## config.mk

```make
export PLATFORM = sky130hd
export DESIGN_NAME = dsp_host_ctrl
export DESIGN_NICKNAME = d
export VERILOG_FILES = /design/src/rtl/dsp_host_ctrl.sv
export SDC_FILE = /design/constraint.sdc
export NUM_CORES = 1
export LEC_CHECK = 0
export CAP_MARGIN = 30
export CORE_AREA = 2 2 333 335
export DETAILED_ROUTE_END_ITERATION = 16
export DIE_AREA = 0 0 335 337
export PLACE_DENSITY = 0.56
export SKIP_CTS_REPAIR_TIMING = 1
export SYNTH_ARGS = -nofsm -noshare
export SYNTH_HDL_FRONTEND = slang
export SYNTH_SLANG_ARGS = --single-unit
```

## constraint.sdc

```tcl
create_clock -name clk -period 28.7 [get_ports clk]
set_input_delay 5.74 -clock clk [delete_from_list [all_inputs] [get_ports clk]]
set_output_delay 5.74 -clock clk [all_outputs]
set_load 0.02 [all_outputs]
```

## src/rtl/dsp_host_ctrl.sv

```systemverilog
// dsp_host_ctrl: memory-mapped initiator for the DSP engine.
// The CPU writes the A/B operands and the operation, then writes GO. The block
// pulses dsp_start, waits for dsp_done, captures the results and raises irq.
//
// Ports:
//   clk, rst          system clock (rising edge), async active-high reset
//   bus_we/bus_re     single-cycle write/read strobes
//   bus_addr          word address (5 bits)
//   bus_wdata         write data
//   bus_rdata         registered read data
//   bus_rvalid        high one cycle after an accepted read
//   irq               done_sticky & irq_en
//   dsp_start         one-cycle start pulse to the DSP
//   dsp_operation     00 add, 01 mul, 10 FIR, 11 sub
//   dsp_a, dsp_b      8-word operand arrays
//   dsp_result        8-word result array from the DSP
//   dsp_done          completion pulse from the DSP
//
// Optional build macro: DSP_TIMEOUT_EN adds a WAIT watchdog of TIMEOUT_CYCLES.
module dsp_host_ctrl #(
  parameter int unsigned DATA_W         = 32,
  parameter int unsigned TIMEOUT_CYCLES = 256
) (
  input  logic                   clk,
  input  logic                   rst,
  input  logic                   bus_we,
  input  logic                   bus_re,
  input  logic [4:0]             bus_addr,
  input  logic [DATA_W-1:0]      bus_wdata,
  output logic [DATA_W-1:0]      bus_rdata,
  output logic                   bus_rvalid,
  output logic                   irq,
  output logic                   dsp_start,
  output logic [1:0]             dsp_operation,
  output logic [7:0][DATA_W-1:0] dsp_a,
  output logic [7:0][DATA_W-1:0] dsp_b,
  input  logic [7:0][DATA_W-1:0] dsp_result,
  input  logic                   dsp_done
);

  localparam logic [4:0] ADDR_CTRL = 5'h18;
  localparam logic [4:0] ADDR_STAT = 5'h19;

  typedef enum logic [1:0] {ST_IDLE, ST_START, ST_WAIT} state_t;

  state_t state, state_nx;

  logic [7:0][DATA_W-1:0] a_q, b_q, res_q;
  logic [1:0]             op_q;
  logic                   irq_en_q;
  logic                   done_q;
  logic                   tmo_q;
  logic                   err_q;
  logic                   busy;

  logic wr_a, wr_b, wr_ctrl, wr_stat, go, capture, tmo_hit;
  logic [DATA_W-1:0] rd_mux;

  assign wr_a    = bus_we && (bus_addr[4:3] == 2'b00);
  assign wr_b    = bus_we && (bus_addr[4:3] == 2'b01);
  assign wr_ctrl = bus_we && (bus_addr == ADDR_CTRL);
  assign wr_stat = bus_we && (bus_addr == ADDR_STAT);
  assign go      = wr_ctrl && !busy && bus_wdata[8];
  assign capture = (state == ST_WAIT) && dsp_done;

`ifdef DSP_TIMEOUT_EN
  localparam int unsigned CNT_W = $clog2(TIMEOUT_CYCLES + 1);
  logic [CNT_W-1:0] wait_cnt;

  // Counter holds the number of completed WAIT cycles; the abort fires on the
  // last allowed one unless dsp_done arrives in that same cycle.
  always_ff @(posedge clk or posedge rst) begin
    if (rst)
      wait_cnt <= '0;
    else if (state == ST_START)
      wait_cnt <= '0;
    else if (state == ST_WAIT)
      wait_cnt <= wait_cnt + CNT_W'(1);
  end

  assign tmo_hit = (state == ST_WAIT) && !dsp_done &&
                   (wait_cnt == CNT_W'(TIMEOUT_CYCLES - 1));
`else
  assign tmo_hit = 1'b0;
`endif

  // State register
  always_ff @(posedge clk or posedge rst) begin
    if (rst)
      state <= ST_IDLE;
    else
      state <= state_nx;
  end

  // Next-state logic
  always_comb begin
    state_nx = state;
    unique case (state)
      ST_IDLE:  if (go) state_nx = ST_START;
      ST_START: state_nx = ST_WAIT;
      ST_WAIT:  if (capture || tmo_hit) state_nx = ST_IDLE;
      default:  state_nx = ST_IDLE;
    endcase
  end

  // FSM outputs
  always_comb begin
    dsp_start = 1'b0;
    busy      = 1'b1;
    unique case (state)
      ST_IDLE:  busy = 1'b0;
      ST_START: dsp_start = 1'b1;
      default:  ;
    endcase
  end

  assign dsp_a         = a_q;
  assign dsp_b         = b_q;
  assign dsp_operation = op_q;
  assign irq           = done_q & irq_en_q;

  // Read mux sees pre-edge register values, so a read in the capture cycle
  // returns the pre-capture STATUS.
  always_comb begin
    rd_mux = '0;
    unique case (bus_addr[4:3])
      2'b00: rd_mux = a_q[bus_addr[2:0]];
      2'b01: rd_mux = b_q[bus_addr[2:0]];
      2'b10: rd_mux = res_q[bus_addr[2:0]];
      default: begin
        if (bus_addr == ADDR_CTRL) begin
          rd_mux[1:0] = op_q;
          rd_mux[4]   = irq_en_q;
        end else if (bus_addr == ADDR_STAT) begin
          rd_mux[3:0] = {err_q, tmo_q, done_q, busy};
        end
      end
    endcase
  end

  always_ff @(posedge clk or posedge rst) begin
    if (rst) begin
      a_q        <= '0;
      b_q        <= '0;
      res_q      <= '0;
      op_q       <= '0;
      irq_en_q   <= 1'b0;
      done_q     <= 1'b0;
      tmo_q      <= 1'b0;
      err_q      <= 1'b0;
      bus_rdata  <= '0;
      bus_rvalid <= 1'b0;
    end else begin
      if (!busy) begin
        if (wr_a) a_q[bus_addr[2:0]] <= bus_wdata;
        if (wr_b) b_q[bus_addr[2:0]] <= bus_wdata;
        if (wr_ctrl) begin
          op_q     <= bus_wdata[1:0];
          irq_en_q <= bus_wdata[4];
        end
      end else if (wr_a || wr_b || wr_ctrl) begin
        err_q <= 1'b1;
      end

      if (wr_stat && bus_wdata[3]) err_q <= 1'b0;

      // Completion beats a same-cycle W1C of done_sticky.
      if (capture || tmo_hit)
        done_q <= 1'b1;
      else if (go || (wr_stat && bus_wdata[1]))
        done_q <= 1'b0;

      if (tmo_hit)
        tmo_q <= 1'b1;
      else if (go || (wr_stat && bus_wdata[2]))
        tmo_q <= 1'b0;

      if (capture) res_q <= dsp_result;

      // A simultaneous write wins; the read is dropped.
      bus_rvalid <= bus_re && !bus_we;
      if (bus_re && !bus_we) bus_rdata <= rd_mux;
    end
  end

endmodule

```

After elaboration in Yosys (flattened, before gate mapping):

Cells that the tools add are included.

* reductions and logical operators: 24
* equality and inequality tests: 9
* $lt $le $gt $ge: 2
* mux-type cells: 26
* bitwise operators: 1

Operators with widths (count)
* 256-bit bitwise mux: 2
* 32-bit binary-select mux with 3-bit select: 3
* 32-bit 2-to-1 mux: 4
* 32-bit demux with 3-bit select: 1
* 27-bit case mux with 3 select lines: 1
* 5-bit case mux with 3 select lines: 1
* 1-bit logical AND: 11
* 5-bit == test, second input constant: 2
* 2-bit AND reduction: 5
* 1-bit 2-to-1 mux: 8
* 2-bit 2-to-1 mux: 4
* 2-bit case mux with 3 select lines: 1
* 2-bit by 1-bit == test with 1-bit output, second input constant: 2
* 2-bit == test, second input constant: 2
* 2-bit logical NOT: 2
* 3-bit by 4-bit < comparator with 1-bit output, second input constant: 1
* 4-bit 2-to-1 mux: 1
* 2-bit != test, second input constant: 2
* 2-bit nonzero test: 2
* 3-bit by 1-bit >= comparator with 1-bit output, second input constant: 1
* 1-bit logical OR: 3
* 2-bit by 1-bit != test with 1-bit output, second input constant: 1
* 1-bit AND: 1
* 1-bit logical NOT: 1

* register bits after elaboration: 808
* output and inout bits: 549

Depth between registers and ports, before layout:

Gate-level depths: netlist of the first run.

* depth in word-level cells: 7
* gate-level depth with buffers: 8
* gate-level depth less buffers: 5

Least setup slack after synthesis of the first run:

OpenSTA, ideal clock, no wires.

* path type: input-to-reg
* start: in bus_addr[0]
* end: reg bus_rdata[14]
* arrival: 7.092 ns
* path buffers: 2
* stages on the path: 6
* data required time: 28.575 ns
* path slack: 21.483 ns
* cells stage by stage: buf_6 buf_2 mux4_2 a22o_1 a31oi_1 a21oi_1

* cells in the longest elaborated chain, start to end: 3
* elaborated cells on any way between the ends: 7
* classes of those cells: mux: 7

RTL lines
* start, declared: RTL line 28 `input logic [4:0] bus_addr,`
* 32-bit binary-select mux with 3-bit select, on equally long branches: RTL line 129, 127, 128
* 32-bit 2-to-1 mux, on equally long branches: RTL line 129, 127, 128
* 27-bit case mux with 3 select lines (*): RTL line 126 `unique case (bus_addr[4:3])`
* end signal, assigned: RTL line 182 `if (bus_re && !bus_we) bus_rdata <= rd_mux;`
* end, declared: RTL line 30 `output logic [DATA_W-1:0] bus_rdata,`

Mark *: on every way between the ends. The rest lies on a longest branch, timed or not. The select of a mux whose other input is x is not followed.
A chain may end at the register's enable or synchronous reset.

Worst setup path after layout of the first run:

* start: in dsp_done
* end: reg res_q[120] (netlist name)

* cells in the longest elaborated chain, start to end: 1

RTL lines
* start, declared: RTL line 38 `input logic dsp_done`
* 1-bit logical AND: RTL line 64 `assign capture = (state == ST_WAIT) && dsp_done;`
* end signal, assigned: RTL line 178 `if (capture) res_q <= dsp_result;`
* end, declared: RTL line 48 `logic [7:0][DATA_W-1:0] a_q, b_q, res_q;`

No other way between the ends.

==> flow_metrics.tcl, run 1 <==
set metrics [dict create \
    final_nets 3551 \
    finalWorstSetupSlack_ns 19.25 \
    die_h_microns 337 \
    path_class "in -> reg" \
    post-route-drc-count 0 \
    fin_skew_ns 0.0174 \
    p_comb_share_pct 27.3 \
    cts_sinks 808 \
    crit_path_cell_trace "clkdlybuf4s50_1 -> and3b_4 -> buf_4 -> buf_12 -> buf_4 -> buf_4 -> mux2_2" \
    synth_cell_types 41 \
    setup_viol_count_final 0 \
    fin_crit_ns 9.45 \
    clk_pin_slew_ns 0.05 \
    p_clk_share_pct 32.8 \
    cts_root_buf "clkbuf_16" \
    grt_pass1_vias 27113 \
    p_int_uw 2610 \
    grtUsageTotal_pct 26.6 \
    drtIter0Drc 1815 \
    synth.avg_cell_area_sq_um 14.8 \
    switchingPower_uw 1170 \
    design_area_sq_um 49300 \
    relSlewSlack_pct 33.1 \
    cpMostUsedCell "buf_4" \
    insertion_delay_ns 0.67 \
    fin_tns_setup_ns 0 \
    tritoncts "yes" \
    place_ws_ns 18.59 \
    synth_most_common_cell "dfrtp_1" \
    synth-seq-cells 808 \
    vias_per_cell 5.38 \
    yosysWarnings 0 \
    total_leakage_power_uw 0.0220 \
    min_path_type "reg -> reg" \
    synth_largest_area_cell "dfrtp_1" \
    netlist_area_sq_um 36400 \
    yosysSeqAreaShare_pct 55.5 \
    io_buffers 846 \
    totalWireLength_mm 153 \
    htreeDepth 3 \
    ir_drop_mv 0.0489 \
    ant_nets 0 \
    syn_inst 2466 \
    status "complete, no violations" \
    dieWidth_microns 335 \
    clock.fmax_mhz 106 \
    fill_cells 9814 \
    fp-row-count 122 \
    grt_pass1_wl_mm 212 \
    areaGrowthSynthToFinish_pct 35.4 \
    hold-worst-slack_ns 0.501 \
    swShare_pct 30.9 \
    synth-edff-count 0 \
    critPathRequiredTime_ns 29.23 \
    synth_common_cells "dfrtp_1 (808), mux2_2 (773), mux2i_1 (255), a22oi_1 (128), clkbuf_1 (79)" \
    cp.arrival_ns 9.99 \
    antenna_found_initial 15 \
    drt-pass1-iter-count 5 \
    hold_violations 0 \
    hpwl_mm 108 \
    io_pins 847 \
    postPlaceCellArea_sq_um 46100 \
    synth.top_cell.area_share_pct 55.5 \
    wl_per_cell_microns 32.2 \
    fp.dieArea_sq_um 113000 \
    crit_path_max_incr_delay_ns 0.75 \
    core_area_sq_um 110000 \
    slew_viol_final 0 \
    initial_core_util_pct 33.2 \
    crit_fanout 66 \
    synth_ff_type "dfrtp_1" \
    grt_max_degree 118 \
    seqPwrFrac_pct 39.9 \
    cap_violations 0 \
    critPathLaunchType "input pin" \
    clockBufferDepth 3 \
    cts_made_buffers 93 \
    gp_congestion 0.844 \
    fin_crit_sh_pct 32.9 \
    grt-ovfl-total 0 \
    crit_slowest_cell "buf_4" \
    drive_gt1_share_pct 32.0 \
    tightest_slew_ns 0.999 \
    vias 25572 \
    rsz0062_at_grt "false" \
    syn-num-nets 2764 \
    power_density_nw_per_um2 76.5 \
    async_flop_share_pct 100 \
    synthTopCellsByArea "dfrtp_1 (56%), mux2_2 (24%), mux2i_1 (7.0%)" \
    final_util_pct 45.0 \
    cp-end-kind "flop" \
]
cells in the final DEF (no fill, tap or decap), types with 9 or more instances in the layout:
master / n
nand3_1: 9
nand2_2: 17
mux2i_1: 255
a22oi_1: 128
clkbuf_8: 23
dfrtp_1: 808
a22o_1: 29
mux4_2: 64
a31oi_1: 61
clkdlybuf4s50_1: 844
clkbuf_1: 27
mux2_2: 773
a21oi_1: 30
o21ai_0: 29
bufinv_16: 10
buf_4: 47
clkbuf_16: 95
sequential cells by signal, summed over array words and instances (netlist names):
name           cells
dsp_a            256
dsp_b            256
res_q            256
bus_rdata         32
dsp_operation      2
state              2
bus_rvalid         1
done_q             1
err_q              1
irq_en_q           1
logic make-up (layout without fill, tap and decap cells):
group | Yosys count | count (layout) | synth area share (%)
multiplexers | 1092 | 1092 | 34.9
flip-flops | 808 | 808 | 55.5
AO/OA/AOI/OAI | 288 | 288 | 5.45
buffers and inverters | 212 | 1069 | 3.22
AND/OR/NAND/NOR | 66 | 66 | 0.965
other | 0 | 8 | 0
worst paths after layout:
kind / from / to / slack, ns / cells after the start
max: dsp_done / res_q[120]$_DFFE_PP0P_ / 19.25 / 7
min: res_q[212]$_DFFE_PP0P_ / res_q[212]$_DFFE_PP0P_ / 0.50 / 1
max reg2reg: state[0]$_DFFE_PP0P_ / res_q[120]$_DFFE_PP0P_ / 24.24 / 6
min reg2reg: res_q[212]$_DFFE_PP0P_ / res_q[212]$_DFFE_PP0P_ / 0.50 / 1
max in group asynchronous: rst / res_q[132]$_DFFE_PP0P_ / 20.07 / 5
min in group asynchronous: rst / dsp_a[95]$_DFFE_PP0P_ / 5.67 / 2
metrics by stage:
step | cells | power, uW
finish | 4757 | 3770
global route | 4756 | 3920
CTS | 4748 | 3810
detailed placement | 4583 | 2550
global placement | 4578 | 2530
floorplan | 2466 | 1990
critical path, delay by kind of cell:
family / cells / cell delay (ns)
and+or+nand+nor: 1 / 0.70
muxes: 1 / 0.41
buffers and inverters: 5 / 2.88
power by group through the flow:
stage	Combinational, uW	Clock, uW	Sequential (uW)
4_1_cts	1040	1270	1500
5_1_grt	1070	1320	1530
3_3_place_gp	1020	0	1510
2_1_floorplan	330	0	1660
6_report	1030	1240	1510
3_5_place_dp	1030	0	1520
metal layers:
| metal | GRT usage [%] | wire length (microns) |
|---|---|---|
| met1 | 33.6 | 63200 |
| met3 | 7.26 | 11100 |
| met2 | 42.4 | 72200 |
| met4 | 12.2 | 6830 |
| met5 | 0 | 29 |
final cells by class:
cell class | instances | area (sq um) | share of cell area (%)
Clock inverter | 20 | 362 | 0.733
Clock buffer | 145 | 2800 | 5.67
Multi-Input combinational cell | 1446 | 15100 | 30.7
Sequential cell | 808 | 20200 | 41.0
Inverter | 5 | 26.3 | 0.0533
Timing Repair Buffer | 899 | 8990 | 18.2
Tap cell | 1426 | 1780 | 3.62
Antenna cell | 8 | 20.0 | 0.0406
Power figures use the tool's default switching activity.
==> inputs of run 2 (changes only) <==
Clock period 28.7 ns to 7.73 ns, I/O delays scaled along.
==> run 2 against run 1 <==
Effect of this change:
- first-iteration DRC count decreased by 15%
- core utilization decreased by 0.15 points
- sequential power increased to 3.7 times the previous value
- largest cell class unchanged
- count of clock-buffer cells in the layout increased by 1
- total power increased to 3.7 times the previous value
- sequential share of layout area increased by 0.13 points
==> flow_metrics.tcl, run 2 (synthesis results as in run 1) <==
set metrics [dict create \
    drtIter0Drc 1542 \
    initial_core_util_pct 33.2 \
    drive_gt1_share_pct 31.9 \
    fill_cells 9871 \
    place_ws_ns 2.86 \
    die_h_microns 337 \
    vias_per_cell 5.40 \
    multi_input_area_sq_um 15100 \
    swShare_pct 31.8 \
    cap_violations 0 \
    rsz0062_at_grt "false" \
    finalPower_uw 13800 \
    fin_tns_setup_ns 0 \
    tritoncts "yes" \
    cp-end-kind "flop" \
    critPathLaunchType "input pin" \
    min_path_type "reg -> reg" \
    vias 25713 \
    cts_sinks 808 \
    path_class "in -> reg" \
    relSlewSlack_pct 25.5 \
    status "complete, no violations" \
    core_area_sq_um 110000 \
    drt-pass1-iter-count 5 \
    final_common_cell "clkdlybuf4s50_1" \
    hpwl_mm 112 \
    final_cell_mix "clkdlybuf4s50_1 (844), dfrtp_1 (808), mux2_2 (773), mux2i_1 (255), a22oi_1 (128)" \
    fp.dieArea_sq_um 113000 \
    setup_viol_count_final 0 \
    slew_viol_final 0 \
    p_int_uw 9420 \
    cts_root_buf "clkbuf_16" \
    power_density_nw_per_um2 281 \
    fin_crit_sh_pct 54.7 \
    htreeDepth 3 \
    seqPwrFrac_pct 40.5 \
    insertion_delay_ns 0.69 \
    fp-row-count 122 \
    clockBufferDepth 3 \
    clock.fmax_mhz 236 \
    totalWireLength_mm 155 \
    crit_fanout 37 \
    antenna_found_initial 18 \
    grt_pass1_wl_mm 214 \
    p_clk_share_pct 31.5 \
    cp.arrival_ns 4.82 \
    io_pins 847 \
    total_leakage_power_uw 0.0219 \
    ant_nets 0 \
    seq_area_sq_um 20200 \
    post-route-drc-count 0 \
    grt_pass1_vias 27290 \
    cts_made_buffers 93 \
    switchingPower_uw 4390 \
    final_nets 3548 \
    finalWorstSetupSlack_ns 3.50 \
    fin_skew_ns 0.0239 \
    io_buffers 846 \
    grtUsageTotal_pct 26.8 \
    p_comb_share_pct 28.0 \
    gp_congestion 0.875 \
    tightest_slew_ns 1.12 \
    grt-ovfl-total 0 \
    grt_max_degree 171 \
    critPathRequiredTime_ns 8.32 \
    wl_per_cell_microns 32.6 \
    hold-worst-slack_ns 0.497 \
    ir_drop_mv 0.170 \
    areaGrowthSynthToFinish_pct 35.0 \
    hold_violations 0 \
    fin_crit_ns 4.23 \
    r2r_setup_slack_ns 4.79 \
    clk_pin_slew_ns 0.06 \
    dieWidth_microns 335 \
]
## run 2: final cells by class
class	count	share of cell area (%)
multi-input cells	1446	30.8
diodes	7	0.0356
clock inverters	24	0.468
clock buffers	146	5.62
inverters	5	0.0458
well taps	1426	3.63
flip-flops and latches	808	41.1
repair buffers	896	18.3
## run 2: worst paths after layout
kind | start | to | cells after the start
max | bus_we | bus_rdata[22]$_DFFE_PP0P_ | 7
min | bus_rdata[3]$_DFFE_PP0P_ | bus_rdata[3]$_DFFE_PP0P_ | 1
max reg2reg | state[1]$_DFFE_PP0P_ | dsp_a[44]$_DFFE_PP0P_ | 5
min reg2reg | bus_rdata[3]$_DFFE_PP0P_ | bus_rdata[3]$_DFFE_PP0P_ | 1
max in group asynchronous | rst | dsp_a[228]$_DFFE_PP0P_ | 4
min in group asynchronous | rst | res_q[136]$_DFFE_PP0P_ | 2
## run 2: critical path: stages
cell	delay, ns
clkdlybuf4s50_1	0.61
nand2b_2	0.17
buf_4	0.52
inv_2	0.57
nand2_2	0.81
o21ai_0	0.26
a21oi_1	0.18
## run 2: per-stage QoR
stage	std cells	utilization, %	instance area, sq um
floorplan	2466	-	36400
global placement	4575	42.0	46000
detailed placement	4581	42.1	46200
global route	4757	44.9	49200
finish	4758	44.9	49200
CTS	4751	44.9	49200
## run 2: power by group through the flow
stage / Combinational [uW] / Sequential, uW / Clock, uW
floorplan: 1230 / 6150 / 0
global placement: 3860 / 5610 / 0
detailed placement: 3890 / 5650 / 0
CTS: 3900 / 5590 / 4460
global route: 4040 / 5680 / 4650
finish: 3860 / 5600 / 4350
## run 2: layer usage
metal  up-vias  wire, microns  GRT usage [%]
li1      10771              -              -
met1     13740          63500           33.8
met2       956          73400           43.2
met3       240          11900           7.55
met4         6           6240           11.1
met5         -             30              0
